==> src/rtl/jtag_bridge_pkg.sv <==
// Shared definitions for the single-chain JTAG-to-memory bridge:
// DR opcodes, FSM state encoding and status-bit offsets above the payload.
package jtag_bridge_pkg;

  // Opcode field, DR bits [DATA_W+1:DATA_W]
  localparam logic [1:0] OP_NOP  = 2'b00;
  localparam logic [1:0] OP_SETA = 2'b01;
  localparam logic [1:0] OP_WR   = 2'b10;
  localparam logic [1:0] OP_RD   = 2'b11;

  // Memory handshake FSM
  typedef enum logic {
    S_IDLE = 1'b0,
    S_REQ  = 1'b1
  } state_e;

  // Status bits in the captured DR, as offsets above DATA_W
  localparam int ST_BUSY = 0;
  localparam int ST_ERR  = 1;

  // WRITE and READ are the only opcodes that start a memory transaction
  function automatic logic is_mem_op(input logic [1:0] op);
    return op[1];
  endfunction

endpackage

==> src/rtl/jtag_mem_bridge_if.sv <==
// Memory-side req/ack bus of the bridge. The bridge drives it as master;
// a memory or bus adapter (or a testbench) connects as slave.
interface jtag_mem_bridge_if #(
  parameter int DATA_W = 64,
  parameter int ADDR_W = 32
);
  logic              MEM_REQ;
  logic              MEM_WE;
  logic [ADDR_W-1:0] MEM_ADDR;
  logic [DATA_W-1:0] MEM_WDATA;
  logic [DATA_W-1:0] MEM_RDATA;
  logic              MEM_ACK;

  modport master (
    output MEM_REQ, MEM_WE, MEM_ADDR, MEM_WDATA,
    input  MEM_RDATA, MEM_ACK
  );

  modport slave (
    input  MEM_REQ, MEM_WE, MEM_ADDR, MEM_WDATA,
    output MEM_RDATA, MEM_ACK
  );
endinterface

==> src/rtl/jtag_dr_shift.sv <==
// Generic capture/shift data register for a JTAG user chain.
// LSB-first: TDI enters at the MSB, TDO is bit 0. Priority is
// clear > capture > shift; enables are expected pre-qualified by SEL.
module jtag_dr_shift #(
  parameter int DR_W = 66
) (
  input  logic            clk,
  input  logic            rst_n,
  input  logic            clr,
  input  logic            capture_en,
  input  logic            shift_en,
  input  logic [DR_W-1:0] cap_data,
  input  logic            tdi,
  output logic [DR_W-1:0] sr,
  output logic            tdo
);

  logic [DR_W-1:0] sr_q;
  logic [DR_W-1:0] sr_d;
  logic [DR_W-1:0] shifted;

  // One-bit right shift with TDI filling the MSB
  genvar gi;
  generate
    for (gi = 0; gi < DR_W; gi++) begin : g_shift
      if (gi == DR_W - 1) begin : g_msb
        assign shifted[gi] = tdi;
      end else begin : g_bit
        assign shifted[gi] = sr_q[gi+1];
      end
    end
  endgenerate

  // Next value: TAP reset clear, then capture, then shift
  always_comb begin
    sr_d = sr_q;
    if (clr) begin
      sr_d = '0;
    end else if (capture_en) begin
      sr_d = cap_data;
    end else if (shift_en) begin
      sr_d = shifted;
    end
  end

  // Shift register state
  always_ff @(posedge clk or negedge rst_n) begin
    if (!rst_n) begin
      sr_q <= '0;
    end else begin
      sr_q <= sr_d;
    end
  end

  assign sr  = sr_q;
  assign tdo = sr_q[0];

endmodule

==> src/rtl/jtag_mem_bridge.sv <==
// Single-chain JTAG-to-memory bridge clocked on buffered TCK.
// One DR carries {opcode, payload}; WRITE/READ issue a req/ack memory
// transaction with auto-increment, and a sticky error flags commands
// that arrive while a transaction is still outstanding.
module jtag_mem_bridge
  import jtag_bridge_pkg::*;
#(
  parameter int DATA_W   = 64,
  parameter int ADDR_W   = 32,   // must not exceed DATA_W
  parameter int ADDR_INC = 8
) (
  input  logic                   TCK,
  input  logic                   RESET_N,
  input  logic                   TAP_RESET,
  input  logic                   SEL,
  input  logic                   CAPTURE,
  input  logic                   SHIFT,
  input  logic                   UPDATE,
  input  logic                   TDI,
  output logic                   TDO,
  output logic [5:0]             DBG,
  jtag_mem_bridge_if.master      mem
);

  localparam int DR_W = DATA_W + 2;

  logic [DR_W-1:0]   sr;
  logic [DR_W-1:0]   cap_data;
  logic [1:0]        opcode;
  logic [DATA_W-1:0] payload;
  logic              upd;
  logic              busy;

  state_e            state_q, state_d;
  logic [ADDR_W-1:0] addr_q, addr_d;
  logic [DATA_W-1:0] rdata_q, rdata_d;
  logic              err_q, err_d;
  logic              req_q, req_d;
  logic              we_q, we_d;
  logic [ADDR_W-1:0] mem_addr_q, mem_addr_d;
  logic [DATA_W-1:0] wdata_q, wdata_d;
  logic [1:0]        last_op_q, last_op_d;
  logic              ack_seen_q, ack_seen_d;

  assign busy    = (state_q == S_REQ);
  assign opcode  = sr[DR_W-1:DATA_W];
  assign payload = sr[DATA_W-1:0];
  assign upd     = SEL & UPDATE;

  // Status word presented at Capture-DR: {err, busy, last read data}
  always_comb begin
    cap_data                  = '0;
    cap_data[DATA_W-1:0]      = rdata_q;
    cap_data[DATA_W+ST_BUSY]  = busy;
    cap_data[DATA_W+ST_ERR]   = err_q;
  end

  jtag_dr_shift #(
    .DR_W (DR_W)
  ) u_dr (
    .clk        (TCK),
    .rst_n      (RESET_N),
    .clr        (TAP_RESET),
    .capture_en (SEL & CAPTURE),
    .shift_en   (SEL & SHIFT),
    .cap_data   (cap_data),
    .tdi        (TDI),
    .sr         (sr),
    .tdo        (TDO)
  );

  // Next-state: ack completion first, then Update-DR decode. A SET_ADDR in
  // the ack cycle wins over the auto-increment since it targets the next
  // command; WRITE/READ in the ack cycle still sees REQ and is an overrun.
  always_comb begin
    state_d    = state_q;
    addr_d     = addr_q;
    rdata_d    = rdata_q;
    err_d      = err_q;
    req_d      = req_q;
    we_d       = we_q;
    mem_addr_d = mem_addr_q;
    wdata_d    = wdata_q;
    last_op_d  = last_op_q;
    ack_seen_d = ack_seen_q;

    case (state_q)
      S_REQ: begin
        if (mem.MEM_ACK) begin
          state_d    = S_IDLE;
          req_d      = 1'b0;
          addr_d     = addr_q + ADDR_W'(ADDR_INC);
          ack_seen_d = 1'b1;
          if (!we_q) begin
            rdata_d = mem.MEM_RDATA;
          end
        end
      end
      default: begin
        // ACK while idle carries no meaning and is dropped
      end
    endcase

    if (upd) begin
      last_op_d = opcode;
      if (is_mem_op(opcode)) begin
        if (busy) begin
          err_d = 1'b1;
        end else begin
          state_d    = S_REQ;
          req_d      = 1'b1;
          we_d       = (opcode == OP_WR);
          mem_addr_d = addr_q;
          ack_seen_d = 1'b0;
          if (opcode == OP_WR) begin
            wdata_d = payload;
          end
        end
      end else if (opcode == OP_SETA) begin
        addr_d = payload[ADDR_W-1:0];
      end else if (payload[0]) begin
        // OP_NOP with bit0 set acknowledges the sticky error
        err_d = 1'b0;
      end
    end
  end

  // Bridge state registers; async reset aborts any outstanding request
  always_ff @(posedge TCK or negedge RESET_N) begin
    if (!RESET_N) begin
      state_q    <= S_IDLE;
      addr_q     <= '0;
      rdata_q    <= '0;
      err_q      <= 1'b0;
      req_q      <= 1'b0;
      we_q       <= 1'b0;
      mem_addr_q <= '0;
      wdata_q    <= '0;
      last_op_q  <= OP_NOP;
      ack_seen_q <= 1'b0;
    end else begin
      state_q    <= state_d;
      addr_q     <= addr_d;
      rdata_q    <= rdata_d;
      err_q      <= err_d;
      req_q      <= req_d;
      we_q       <= we_d;
      mem_addr_q <= mem_addr_d;
      wdata_q    <= wdata_d;
      last_op_q  <= last_op_d;
      ack_seen_q <= ack_seen_d;
    end
  end

  assign mem.MEM_REQ   = req_q;
  assign mem.MEM_WE    = we_q;
  assign mem.MEM_ADDR  = mem_addr_q;
  assign mem.MEM_WDATA = wdata_q;

  assign DBG = {err_q, busy, state_q, last_op_q, ack_seen_q};

endmodule

==> src/flat_wrapper.sv <==
// flat-port wrapper written by rule: the top's interface ports become plain ports
module jtag_mem_bridge_flat import jtag_bridge_pkg::*;
#(
  parameter int DATA_W   = 64,
  parameter int ADDR_W   = 32,                            
  parameter int ADDR_INC = 8
)
  (TCK, RESET_N, TAP_RESET, SEL, CAPTURE, SHIFT, UPDATE, TDI, TDO, DBG, mem_MEM_REQ, mem_MEM_WE, mem_MEM_ADDR, mem_MEM_WDATA, mem_MEM_RDATA, mem_MEM_ACK);
  jtag_mem_bridge_if #(.DATA_W(DATA_W), .ADDR_W(ADDR_W)) mem_i ();
  input  logic TCK;
  input  logic RESET_N;
  input  logic TAP_RESET;
  input  logic SEL;
  input  logic CAPTURE;
  input  logic SHIFT;
  input  logic UPDATE;
  input  logic TDI;
  output logic TDO;
  output logic [5:0] DBG;
  output wire logic [$bits(mem_i.MEM_REQ)-1:0] mem_MEM_REQ;
  output wire logic [$bits(mem_i.MEM_WE)-1:0] mem_MEM_WE;
  output wire logic [$bits(mem_i.MEM_ADDR)-1:0] mem_MEM_ADDR;
  output wire logic [$bits(mem_i.MEM_WDATA)-1:0] mem_MEM_WDATA;
  input wire logic [$bits(mem_i.MEM_RDATA)-1:0] mem_MEM_RDATA;
  input wire logic [$bits(mem_i.MEM_ACK)-1:0] mem_MEM_ACK;
  assign mem_MEM_REQ = mem_i.MEM_REQ;
  assign mem_MEM_WE = mem_i.MEM_WE;
  assign mem_MEM_ADDR = mem_i.MEM_ADDR;
  assign mem_MEM_WDATA = mem_i.MEM_WDATA;
  assign mem_i.MEM_RDATA = mem_MEM_RDATA;
  assign mem_i.MEM_ACK = mem_MEM_ACK;
  jtag_mem_bridge #(.DATA_W(DATA_W), .ADDR_W(ADDR_W), .ADDR_INC(ADDR_INC)) u_core (.TCK(TCK), .RESET_N(RESET_N), .TAP_RESET(TAP_RESET), .SEL(SEL), .CAPTURE(CAPTURE), .SHIFT(SHIFT), .UPDATE(UPDATE), .TDI(TDI), .TDO(TDO), .DBG(DBG), .mem(mem_i));
endmodule
==> config.mk <==
export PLATFORM = sky130hd
export DESIGN_NAME = jtag_mem_bridge_flat
export DESIGN_NICKNAME = d
export VERILOG_FILES = /design/src/rtl/jtag_bridge_pkg.sv /design/src/rtl/jtag_mem_bridge_if.sv /design/src/rtl/jtag_dr_shift.sv /design/src/rtl/jtag_mem_bridge.sv /design/src/flat_wrapper.sv
export SDC_FILE = /design/constraint.sdc
export NUM_CORES = 1
export LEC_CHECK = 0
export ABC_AREA = 1
export BUFFER_PORTS_ARGS = -buffer_cell sky130_fd_sc_hd__buf_2
export CAP_MARGIN = 20
export CORE_UTILIZATION = 43
export CTS_CLUSTER_DIAMETER = 60
export DETAILED_ROUTE_END_ITERATION = 7
export GPL_TIMING_DRIVEN = 0
export PLACE_DENSITY_LB_ADDON = 0.3
export SLEW_MARGIN = 10
export SYNTH_ARGS = -nofsm -noshare
export SYNTH_HDL_FRONTEND = slang
export SYNTH_HIERARCHICAL = 1
export SYNTH_SLANG_ARGS = --single-unit
export TNS_END_PERCENT = 50
==> constraint.sdc <==
create_clock -name TCK -period 1.7 [get_ports TCK]
set_input_delay 0.085 -clock TCK [delete_from_list [all_inputs] [get_ports TCK]]
set_output_delay 0.085 -clock TCK [all_outputs]
set_load 0.03 [all_outputs]
==> results of run 1 <==
[worst register-to-register path, stage by stage, from the launching register on]
cell     delay (ps)
dfrtp_1         430
ha_4            180
nand3_1          90
nor2_2          180
nand2_1         130
nor2_2          180
nand3_1         100
nand2_1          70
nand3_1         140
nand2_1          90
[what timing repair did]
action	in CTS	in global routing
cloned	0	0
hold buffers	69	0
resized for setup	8	15
setup endpoints to repair	138	88
setup buffers	1	5
endpoints found under the hold margin	149	0
pin swaps	1	3
[cell usage after synthesis, types with 2 or more instances]
library cell  count  area (um^2)
nand2_1         489         1840
dfrtp_1         265         6630
nand3_1         100          500
mux2_2           99         1110
inv_1            62          233
nor2_1           56          210
o21ai_0          56          280
buf_2            29          145
a21oi_1          19         95.1
clkbuf_1         14         52.6
mux2_1           12          135
buf_4            10         75.1
nand4_1          10         62.6
buf_6             9          101
xor2_1            7         61.3
buf_1             6         22.5
mux2_4            5         75.1
nor2_4            4         45.0
nand2_4           3         33.8
inv_2             2         7.51
nand2_2           2         12.5
nor2_2            2         12.5
nor3_1            2         10.0
[cell usage in the layout, fill, tap and decap left out, types with 4 or more instances in the layout]
master / netlist / routed
buf_6: 9 / 7
mux2_1: 12 / 12
nand4_1: 10 / 10
clkinv_2: 0 / 4
a21oi_1: 19 / 19
buf_4: 10 / 17
clkbuf_1: 14 / 19
nand2_4: 3 / 4
nand2_1: 489 / 488
buf_2: 29 / 203
clkbuf_8: 0 / 5
mux2_2: 99 / 99
clkbuf_16: 0 / 31
nor2_2: 2 / 7
xor2_1: 7 / 7
nand3_1: 100 / 99
dlygate4sd3_1: 0 / 69
nor2_1: 56 / 50
nor2_4: 4 / 5
dfrtp_1: 265 / 263
mux2_4: 5 / 5
o21ai_0: 56 / 55
inv_1: 62 / 62
buf_1: 6 / 6
[layout make-up]
type / instances / share of cell area, %
multi-input combinational: 871 / 30.6
inverter: 65 / 1.65
clock inverter: 9 / 0.719
clock buffer: 43 / 5.82
timing repair buffer: 254 / 11.3
tap: 341 / 2.85
antenna: 1 / 0.0167
buffer: 67 / 2.70
sequential: 265 / 44.3
[state kept, by name, indices dropped and copies added (netlist names)]
name,flops
u_core/mem.MEM_REQ,1
u_core/addr_q,32
u_core/busy,1
u_core/err_q,1
u_core/last_op_q,2
u_core/u_dr/sr,66
u_core/mem.MEM_ADDR,32
u_core/rdata_q,64
u_core/ack_seen_q,1
u_core/mem.MEM_WE,1
u_core/mem.MEM_WDATA,64
[routing by layer]
metal  share of wire (%)  vias up  wire (um)
met5                   0        -          0
met4                 3.1        0        958
met3                 5.2       55       1600
met2                  47      284      14400
met1                  45     4551      13900
li1                    -     4658          -
[metrics by stage]
step | cells | area [um^2] | setup TNS [ps] | hold slack (ps) | power, W
floorplan | 1269 | 11800 | 0 | -211 | 0.0126
global placement | 1787 | 13100 | -1156590 | 297 | 0.0141
detailed placement | 1789 | 13200 | -13250 | 133 | 0.0143
CTS | 1911 | 14900 | 0 | 8.68 | 0.0208
global route | 1916 | 15000 | -1.33 | 28.7 | 0.0219
finish | 1916 | 15000 | 0 | 29.1 | 0.0208
[power by group]
part           switching [W]  internal [W]
sequential           0.00117       0.00796
clock                0.00251       0.00384
combinational        0.00317       0.00213
[kinds of logic after synthesis]
kind of cell / synth area share, %
muxes: 11.2
adders and majority gates: 0.106
DFF: 56.1
AOI/OAI and AO/OA: 3.30
buffers and inverters: 5.44
xor gates and xnor gates: 0.519
and+or+nand+nor: 23.3
[worst max path at each step]
stage	end	depth (start not counted)
after floorplan	u_core/mem.MEM_WDATA[58]$_DFFE_PN0P_	8
after global placement	u_core/mem.MEM_WDATA[44]$_DFFE_PN0P_	1
after detailed placement	u_core/mem.MEM_WDATA[7]$_DFFE_PN0P_	8
after CTS	u_core/mem.MEM_WDATA[61]$_DFFE_PN0P_	8
after global routing	u_core/addr_q[15]$_DFF_PN0_	8
final	u_core/addr_q[23]$_DFF_PN0_	9
==> run_results.csv, run 1 <==
group,metric,value,unit
hold_path,hp-start,"TAP_RESET",
hold_path,min_path_type,"in2reg",
setup_path,critPathMaxFanout,4,
hold_path,hold_end,"u_core/u_dr/sr[65]$_DFFE_PN0P_",
sta,period_share,95.9,%
die,io_pins,178,
global_route,use_met3,3.45,%
yosys,synth_edf_count,0,
power,ir_worst_vdd,0.640,mV
placement,dpl.hpwl,21800,um
setup_path,criticalPathCategory,"reg2reg",
sta,finalClockSkew,7.10,ps
global_route,grt_max_degree,103,
setup_path,critPathBufInv,0,
yosys,synth_area,0.0118,mm^2
yosys,ys_seq_area_share,56.1,%
die,row_count,60,
setup_path,cp-startpoint,"u_core/addr_q[3]$_DFF_PN0_",
setup_path,crit_chain,"ha_4 > nand3_1 > nor2_2 > nand2_1 > nor2_2 > nand3_1 > nand2_1 > nand3_1 > nand2_1",
global_route,busiest_layer,"met2",
drt,dr.pass1.iters,7,
setup_path,end_kind,"flip-flop",
die,dieArea,0.0281,mm^2
global_route,grt_pass1_wl,49600,um
run_status,outcome,"completed",
clocking,cts_tree,"done",
die,start_util,43.8,%
sta,setup_viol,0,
sta,worst_pin_slew,635,ps
global_route,grt_pass1_vias,9238,
drt,vias,9548,
setup_path,crit_family,"simple AND/OR/NAND/NOR gates",
drt,first_iter_violations,541,
clocking,clock_latency,550,ps
setup_path,cp_slowest_cell,"dfrtp_1",
sta,hold_viol,0,
clocking,clk_path_buf_depth,3,
global_route,grt_util_met1,30.4,%
placement,dp_slack,-340,ps
global_route,track_usage,22.3,%
global_route,grt_antenna_before_repair,1,
yosys,post_synth_num_cell_types,29,
sta,min_period,1630,ps
die,coreArea,0.0270,mm^2
yosys,syn_nets,1343,
cells_and_area,n_fill_cell,2383,
die,die_w,168,um
die,die_y,168,um
cells_and_area,seqCellArea,0.00663,mm^2
setup_path,r2r-start,"u_core/addr_q[3]$_DFF_PN0_",
drt,drt-total-wl,30900,um
cells_and_area,synthToLayoutAreaGrowth,26.7,%
yosys,avgSynthCellArea,9.31,um^2
cells_and_area,nNetsFinal,1628,
setup_path,reg2reg_slack,70,ps
clocking,root_buffer,"clkbuf_16",
setup_path,cp_slowest_stage_delay,430,ps
setup_path,required,2180,ps
placement,io_buffers,177,
cells_and_area,utilization,55.5,%
clocking,numCtsBuffers,30,
clocking,cts.sinks,265,
global_route,overflow,0,
yosys,yosysWarnings,6,
setup_path,startpoint_type,"flip-flop",
hold_path,worstHoldPathCells,5,
setup_path,rr_endpoint,"u_core/addr_q[23]$_DFF_PN0_",
run,maxCapViolCount,0,
sta,worst_slack,70.4,ps
drt,viasPerCell,4.98,
drt,ant_nets,0,
setup_path,reg2reg_depth,9,
yosys,synth_ff_type,"dfrtp_1",
cells_and_area,drive_gt1_share,26.0,%
sta,max_slew_margin,57.7,%
yosys,async_reset_ff_share,100,%
clocking,htreeDepth,1,
global_route,grtUsageMet2,36.1,%
sta,slew_violations,0,
cells_and_area,multi_input_area,0.00458,mm^2
setup_path,cp.arrival,2110,ps
drt,wl_per_cell,16.1,um
clocking,clk_pin_slew,60,ps
yosys,synth_seq_cells,265,
power,powerDensity,1390,mW/mm^2
power,p_leak,8.08,nW
yosys,syn-instance-count,1269,
placement,gp_congestion,0.897,
sta,fmax,0.614,GHz
drt,post-route-drc-count,0,
Note: power is estimated with default switching activity, not from simulation.
==> inputs of run 2 (changes only) <==
--- a/config.mk
+++ b/config.mk
@@ -8,6 +8,7 @@
 export ABC_AREA = 1
 export BUFFER_PORTS_ARGS = -buffer_cell sky130_fd_sc_hd__buf_2
 export CAP_MARGIN = 20
+export CORE_MARGIN = 10
 export CORE_UTILIZATION = 43
 export CTS_CLUSTER_DIAMETER = 60
 export DETAILED_ROUTE_END_ITERATION = 7
==> run 2 against run 1 <==
  * Die area rose by 23%
  * Clock skew rose by 2.6 ps
  * Maximum frequency fell by 2.2%
  * Largest power group unchanged
  * Highest routed layer unchanged
==> run_results.csv, run 2 (synthesis gave the netlist of run 1 again) <==
group,metric,value,unit
sta,setup_viol,0,
global_route,grt_util_met1,24.5,%
sta,setup_tns,0,ps
global_route,use_met3,3.06,%
setup_path,path_common_cell,"nand2_4",
power,powerDensity,1380,mW/mm^2
global_route,overflow,0,
placement,place_inst,1789,
drt,first_iter_violations,554,
setup_path,cp.arrival,2090,ps
setup_path,r2r-start,"u_core/busy$_DFF_PN0_",
setup_path,startpoint_type,"flip-flop",
power,ir_worst_vdd,0.712,mV
cells_and_area,drive_gt1_share,26.5,%
power,p_leak,8.09,nW
setup_path,cp_slowest_stage_delay,470,ps
global_route,grtUsageMet2,30.7,%
clocking,clock_latency,540,ps
sta,slew_violations,0,
sta,max_slew_margin,51.2,%
placement,place_area,0.0132,mm^2
global_route,grt_antenna_before_repair,1,
drt,viasPerCell,4.99,
placement,dp_slack,-338,ps
die,coreArea,0.0270,mm^2
power,switchingPower,0.00699,W
clocking,cts.sinks,265,
setup_path,reg2reg_depth,5,
cells_and_area,synthToLayoutAreaGrowth,27.2,%
hold_path,min_path_type,"in2async",
power,internal_power,0.0138,W
global_route,grt_max_degree,102,
global_route,grt_pass1_vias,9648,
sta,hold_viol,0,
setup_path,end_kind,"flip-flop",
cells_and_area,nNetsFinal,1632,
cells_and_area,multi_input_area,0.00460,mm^2
placement,dpl.hpwl,23300,um
cells_and_area,layout_commonest_cell,"nand2_1",
power,comb_power_share,25.9,%
clocking,htreeDepth,1,
die,start_util,43.7,%
drt,vias,9597,
sta,period_share,98.0,%
clocking,clk_path_buf_depth,3,
setup_path,critPathMaxFanout,10,
power,p_clk_share,30.1,%
clocking,numCtsBuffers,30,
sta,min_period,1670,ps
run_status,outcome,"completed",
setup_path,cp_slowest_cell,"dfrtp_2",
die,die_y,186,um
clocking,root_buffer,"clkbuf_16",
drt,dr.pass1.iters,5,
cells_and_area,final_area,0.0150,mm^2
global_route,busiest_layer,"met2",
drt,post-route-drc-count,0,
sta,finalClockSkew,9.68,ps
sta,worst_slack,33.9,ps
global_route,track_usage,18.5,%
sta,worst_pin_slew,732,ps
drt,ant_nets,0,
setup_path,required,2120,ps
clocking,clk_pin_slew,60,ps
cells_and_area,seqCellArea,0.00664,mm^2
cells_and_area,final-instance-count-excl-fill,1923,
power,sequentialPowerShare,44.0,%
global_route,grt_pass1_wl,51300,um
cells_and_area,largest_reg_flops,66,
drt,wl_per_cell,16.8,um
power,switching_share,33.7,%
die,io_pins,178,
die,row_count,60,
setup_path,criticalPathCategory,"reg2reg",
die,die_w,186,um
setup_path,reg2reg_slack,30,ps
drt,drt-total-wl,32300,um
sta,rsz0062_at_grt,"no",
placement,gp_congestion,0.885,
clocking,cts_tree,"done",
placement,io_buffers,177,
die,dieArea,0.0345,mm^2
setup_path,rr_endpoint,"u_core/rdata_q[35]$_DFFE_PN0P_",
run,maxCapViolCount,0,
setup_path,cp-startpoint,"u_core/busy$_DFF_PN0_",
setup_path,crit_chain,"nand2_4 > inv_2 > nand2_4 > buf_6 > mux2_2",
cells_and_area,n_fill_cell,2411,
cells_and_area,final_cell_mix,"nand2_1, dfrtp_1, buf_2",
sta,fmax,0.600,GHz
[run 2: cell types whose count changed in the layout (fill, tap and decap cells not counted), moves of 2 or more]
cell           delta
clkinv_2          +3
dlygate4sd3_1     +3
inv_1             -2
inv_6             +2
nand2_1           -2
nand2_2           +2
nor2_4            +2
[run 2: worst max-delay path by stage]
stage | depth (start not counted) | endpoint
floorplan | 8 | u_core/mem.MEM_WDATA[58]$_DFFE_PN0P_
global placement | 1 | u_core/rdata_q[44]$_DFFE_PN0P_
detailed placement | 8 | u_core/mem.MEM_WDATA[13]$_DFFE_PN0P_
CTS | 8 | u_core/addr_q[17]$_DFF_PN0_
global route | 5 | u_core/rdata_q[35]$_DFFE_PN0P_
finish | 5 | u_core/rdata_q[35]$_DFFE_PN0P_
[run 2: critical path, delay by kind of cell, from the launching register on]
family / cells / cell delay, ps
mux: 1 / 360
buf+inv: 2 / 320
simple gates: 2 / 380
flops: 1 / 470
[run 2: what timing repair did]
item                                    4_1_cts  5_1_grt
endpoints found under the setup margin      144       26
resized for setup                            10       21
setup buffers                                 4        4
hold buffers                                 72        0
pin swaps                                     3        3
endpoints found under the hold margin       165        0
[run 2: layout make-up]
class / instances / share of cell area [%]
Antenna cell: 1 / 0.0167
Multi-Input combinational cell: 871 / 30.7
Clock buffer: 42 / 5.71
Buffer: 66 / 2.63
Inverter: 65 / 1.66
Timing Repair Buffer: 259 / 11.6
Tap cell: 341 / 2.84
Sequential cell: 265 / 44.2
Clock inverter: 13 / 0.716
[run 2: per-layer routing]
metal | vias up | routed length [um] | part of all wire [%]
met4 | 0 | 830 | 2.6
met5 | - | 0 | 0
li1 | 4666 | - | -
met3 | 48 | 1770 | 5.5
met2 | 247 | 15200 | 47
met1 | 4636 | 14500 | 45
[run 2: power by group through the flow]
stage / sequential, W / combinational, W / clock, W
3_3_place_gp: 0.00915 / 0.00503 / 0
3_5_place_dp: 0.00921 / 0.00515 / 0
6_report: 0.00912 / 0.00538 / 0.00625
5_1_grt: 0.00934 / 0.00593 / 0.00664
2_1_floorplan: 0.00974 / 0.00282 / 0
4_1_cts: 0.00912 / 0.00533 / 0.00639
[run 2: metrics by stage]
step / util, % / power, W / hold WS (ps)
floorplan: - / 0.0126 / -211
global placement: 48.6 / 0.0142 / 296
detailed placement: 48.8 / 0.0144 / 155
CTS: 55.3 / 0.0208 / 170
global route: 55.6 / 0.0219 / 206
finish: 55.6 / 0.0208 / 137
==> inputs of run 3 (changes only) <==
==> constraint.sdc (replaced) <==
create_clock -name TCK -period 2.1 [get_ports TCK]
set_input_delay 0.105 -clock TCK [delete_from_list [all_inputs] [get_ports TCK]]
set_output_delay 0.105 -clock TCK [all_outputs]
set_load 0.03 [all_outputs]
==> run 3 against run 2 <==
  * Clock skew grew 0.75 ps
  * Sequential share of layout area is 0.52 points higher
  * Non-clock buffer count down 11
  * Sequential cell count unchanged
  * Register-to-register slack gained 130 ps
  * Utilization fell by 0.68 points
  * First-iteration DRC count increased by 20%
  * Cell area down 1.2%
  * Critical path type unchanged
  * Critical endpoint is now u_core/mem.MEM_WDATA[62]$_DFFE_PN0P_
  * Highest routed layer unchanged
==> run_results.csv, run 3 (synthesis gave the netlist of run 1 again) <==
group,metric,value,unit
run_status,outcome,"completed",
drt,post-route-drc-count,0,
setup_path,end_kind,"flip-flop",
drt,vias,9550,
drt,dr.pass1.iters,5,
die,die_y,186,um
global_route,overflow,0,
sta,min_period,1940,ps
power,p_leak,8.04,nW
clocking,clock_latency,540,ps
global_route,grt_pass1_vias,9582,
cells_and_area,drive_gt1_share,25.1,%
sta,hold_viol,0,
placement,place_area,0.0132,mm^2
global_route,grt_max_degree,102,
setup_path,path_common_cell,"buf_6",
die,io_pins,178,
setup_path,rr_endpoint,"u_core/mem.MEM_WDATA[62]$_DFFE_PN0P_",
setup_path,cp.arrival,2370,ps
cells_and_area,largest_reg_flops,66,
die,start_util,43.7,%
cells_and_area,nNetsFinal,1621,
cells_and_area,final_area,0.0148,mm^2
sta,rsz0062_at_grt,"no",
setup_path,cp_slowest_cell,"dfrtp_1",
power,ir_worst_vdd,0.578,mV
clocking,numCtsBuffers,30,
sta,max_slew_margin,51.0,%
hold_path,hold_end,"u_core/last_op_q[1]$_DFFE_PN0P_",
global_route,track_usage,18.4,%
sta,hold-worst-slack,22.4,ps
sta,worst_pin_slew,734,ps
setup_path,cp_slowest_stage_delay,480,ps
sta,finalClockSkew,10.4,ps
setup_path,crit_chain,"buf_6 > inv_4 > nand2_4 > nor2_8 > nand2_2 > buf_6 > buf_6 > mux2_4",
drt,ant_nets,0,
drt,first_iter_violations,663,
clocking,root_buffer,"clkbuf_16",
hold_path,worstHoldPathCells,4,
placement,dpl.hpwl,23300,um
setup_path,startpoint_type,"flip-flop",
die,row_count,60,
run,maxCapViolCount,0,
setup_path,crit_family,"buffers and inverters",
sta,setup_tns,0,ps
die,dieArea,0.0345,mm^2
drt,viasPerCell,4.99,
hold_path,hp-start,"SEL",
setup_path,r2r-start,"u_core/busy$_DFF_PN0_",
drt,wl_per_cell,16.7,um
clocking,cts_tree,"done",
sta,period_share,92.4,%
clocking,cts.sinks,265,
cells_and_area,synthToLayoutAreaGrowth,25.6,%
clocking,clk_pin_slew,60,ps
sta,setup_viol,0,
clocking,clk_path_buf_depth,3,
setup_path,critPathMaxFanout,19,
global_route,grt_antenna_before_repair,2,
clocking,htreeDepth,1,
die,coreArea,0.0270,mm^2
setup_path,criticalPathCategory,"reg2reg",
global_route,grt_pass1_wl,51000,um
hold_path,min_path_type,"in2reg",
setup_path,critPathBufInv,4,
cells_and_area,n_fill_cell,2409,
setup_path,reg2reg_depth,8,
cells_and_area,final_cell_mix,"nand2_1, dfrtp_1, buf_2",
placement,io_buffers,177,
setup_path,required,2530,ps
die,die_w,186,um
power,powerDensity,1120,mW/mm^2
cells_and_area,layout_commonest_cell,"nand2_1",
sta,slew_violations,0,
placement,gp_congestion,0.885,
setup_path,reg2reg_slack,160,ps
drt,drt-total-wl,32000,um
sta,fmax,0.515,GHz
-- run 3: final cells by class --
type                    count  area, um^2  area share [%]
repair buffers            247        1630            11.0
plain buffers              67         393            2.65
clock buffers              42         857            5.78
multi-input cells         871        4540            30.6
flip-flops and latches    265        6630            44.7
clock inverters            13         108           0.725
diodes                      2        5.00          0.0337
well taps                 341         427            2.88
inverters                  65         246            1.66
-- run 3: report_power, final --
group | switching, W | internal [W] | total, W
Combinational | 0.00258 | 0.00167 | 0.00426
Sequential | 0.000944 | 0.00644 | 0.00738
Clock | 0.00208 | 0.00297 | 0.00506
Total | 0.00561 | 0.0111 | 0.0167
-- run 3: routing by layer --
metal / routed length (um) / part of all wire [%] / track usage, %
met4: 835 / 2.6 / 5.35
met1: 14200 / 44 / 24.1
met5: 0 / 0 / 0
met2: 15200 / 47 / 30.4
met3: 1780 / 5.6 / 3.28
-- run 3: metrics by stage --
| stage | power (W) | util [%] | std cells | setup WS [ps] |
|---|---|---|---|---|
| floorplan | 0.0102 | - | 1269 | 599 |
| global placement | 0.0115 | 48.6 | 1787 | -3930 |
| detailed placement | 0.0116 | 48.8 | 1789 | 61.8 |
| CTS | 0.0168 | 54.9 | 1912 | 46.2 |
| global route | 0.0176 | 54.9 | 1913 | 66.3 |
| finish | 0.0167 | 54.9 | 1913 | 159 |
-- run 3: worst max path at each step --
stage	to	slack [ps]	startpoint	cells past startpoint
2_1_floorplan	u_core/mem.MEM_WDATA[58]$_DFFE_PN0P_	600	u_core/busy$_DFF_PN0_	8
3_3_place_gp	u_core/rdata_q[44]$_DFFE_PN0P_	-3930	RESET_N	1
5_1_grt	u_core/mem.MEM_WDATA[62]$_DFFE_PN0P_	70	u_core/busy$_DFF_PN0_	8
6_report	u_core/mem.MEM_WDATA[62]$_DFFE_PN0P_	160	u_core/busy$_DFF_PN0_	8
4_1_cts	u_core/mem.MEM_WE$_DFFE_PN0P_	50	u_core/busy$_DFF_PN0_	8
3_5_place_dp	u_core/mem.MEM_WDATA[13]$_DFFE_PN0P_	60	u_core/busy$_DFF_PN0_	8
-- run 3: repair_timing --
item,CTS,global route
hold buffers,68,0
buffers inserted,0,0
gates resized for setup,0,0
setup endpoints to repair,0,8
endpoints found under the hold margin,164,0
-- run 3: worst register-to-register path: cells and delay by family (launching register included) --
family	cells	cell delay [ps]
simple gates	3	300
flops	1	480
buf+inv	4	730
mux	1	320
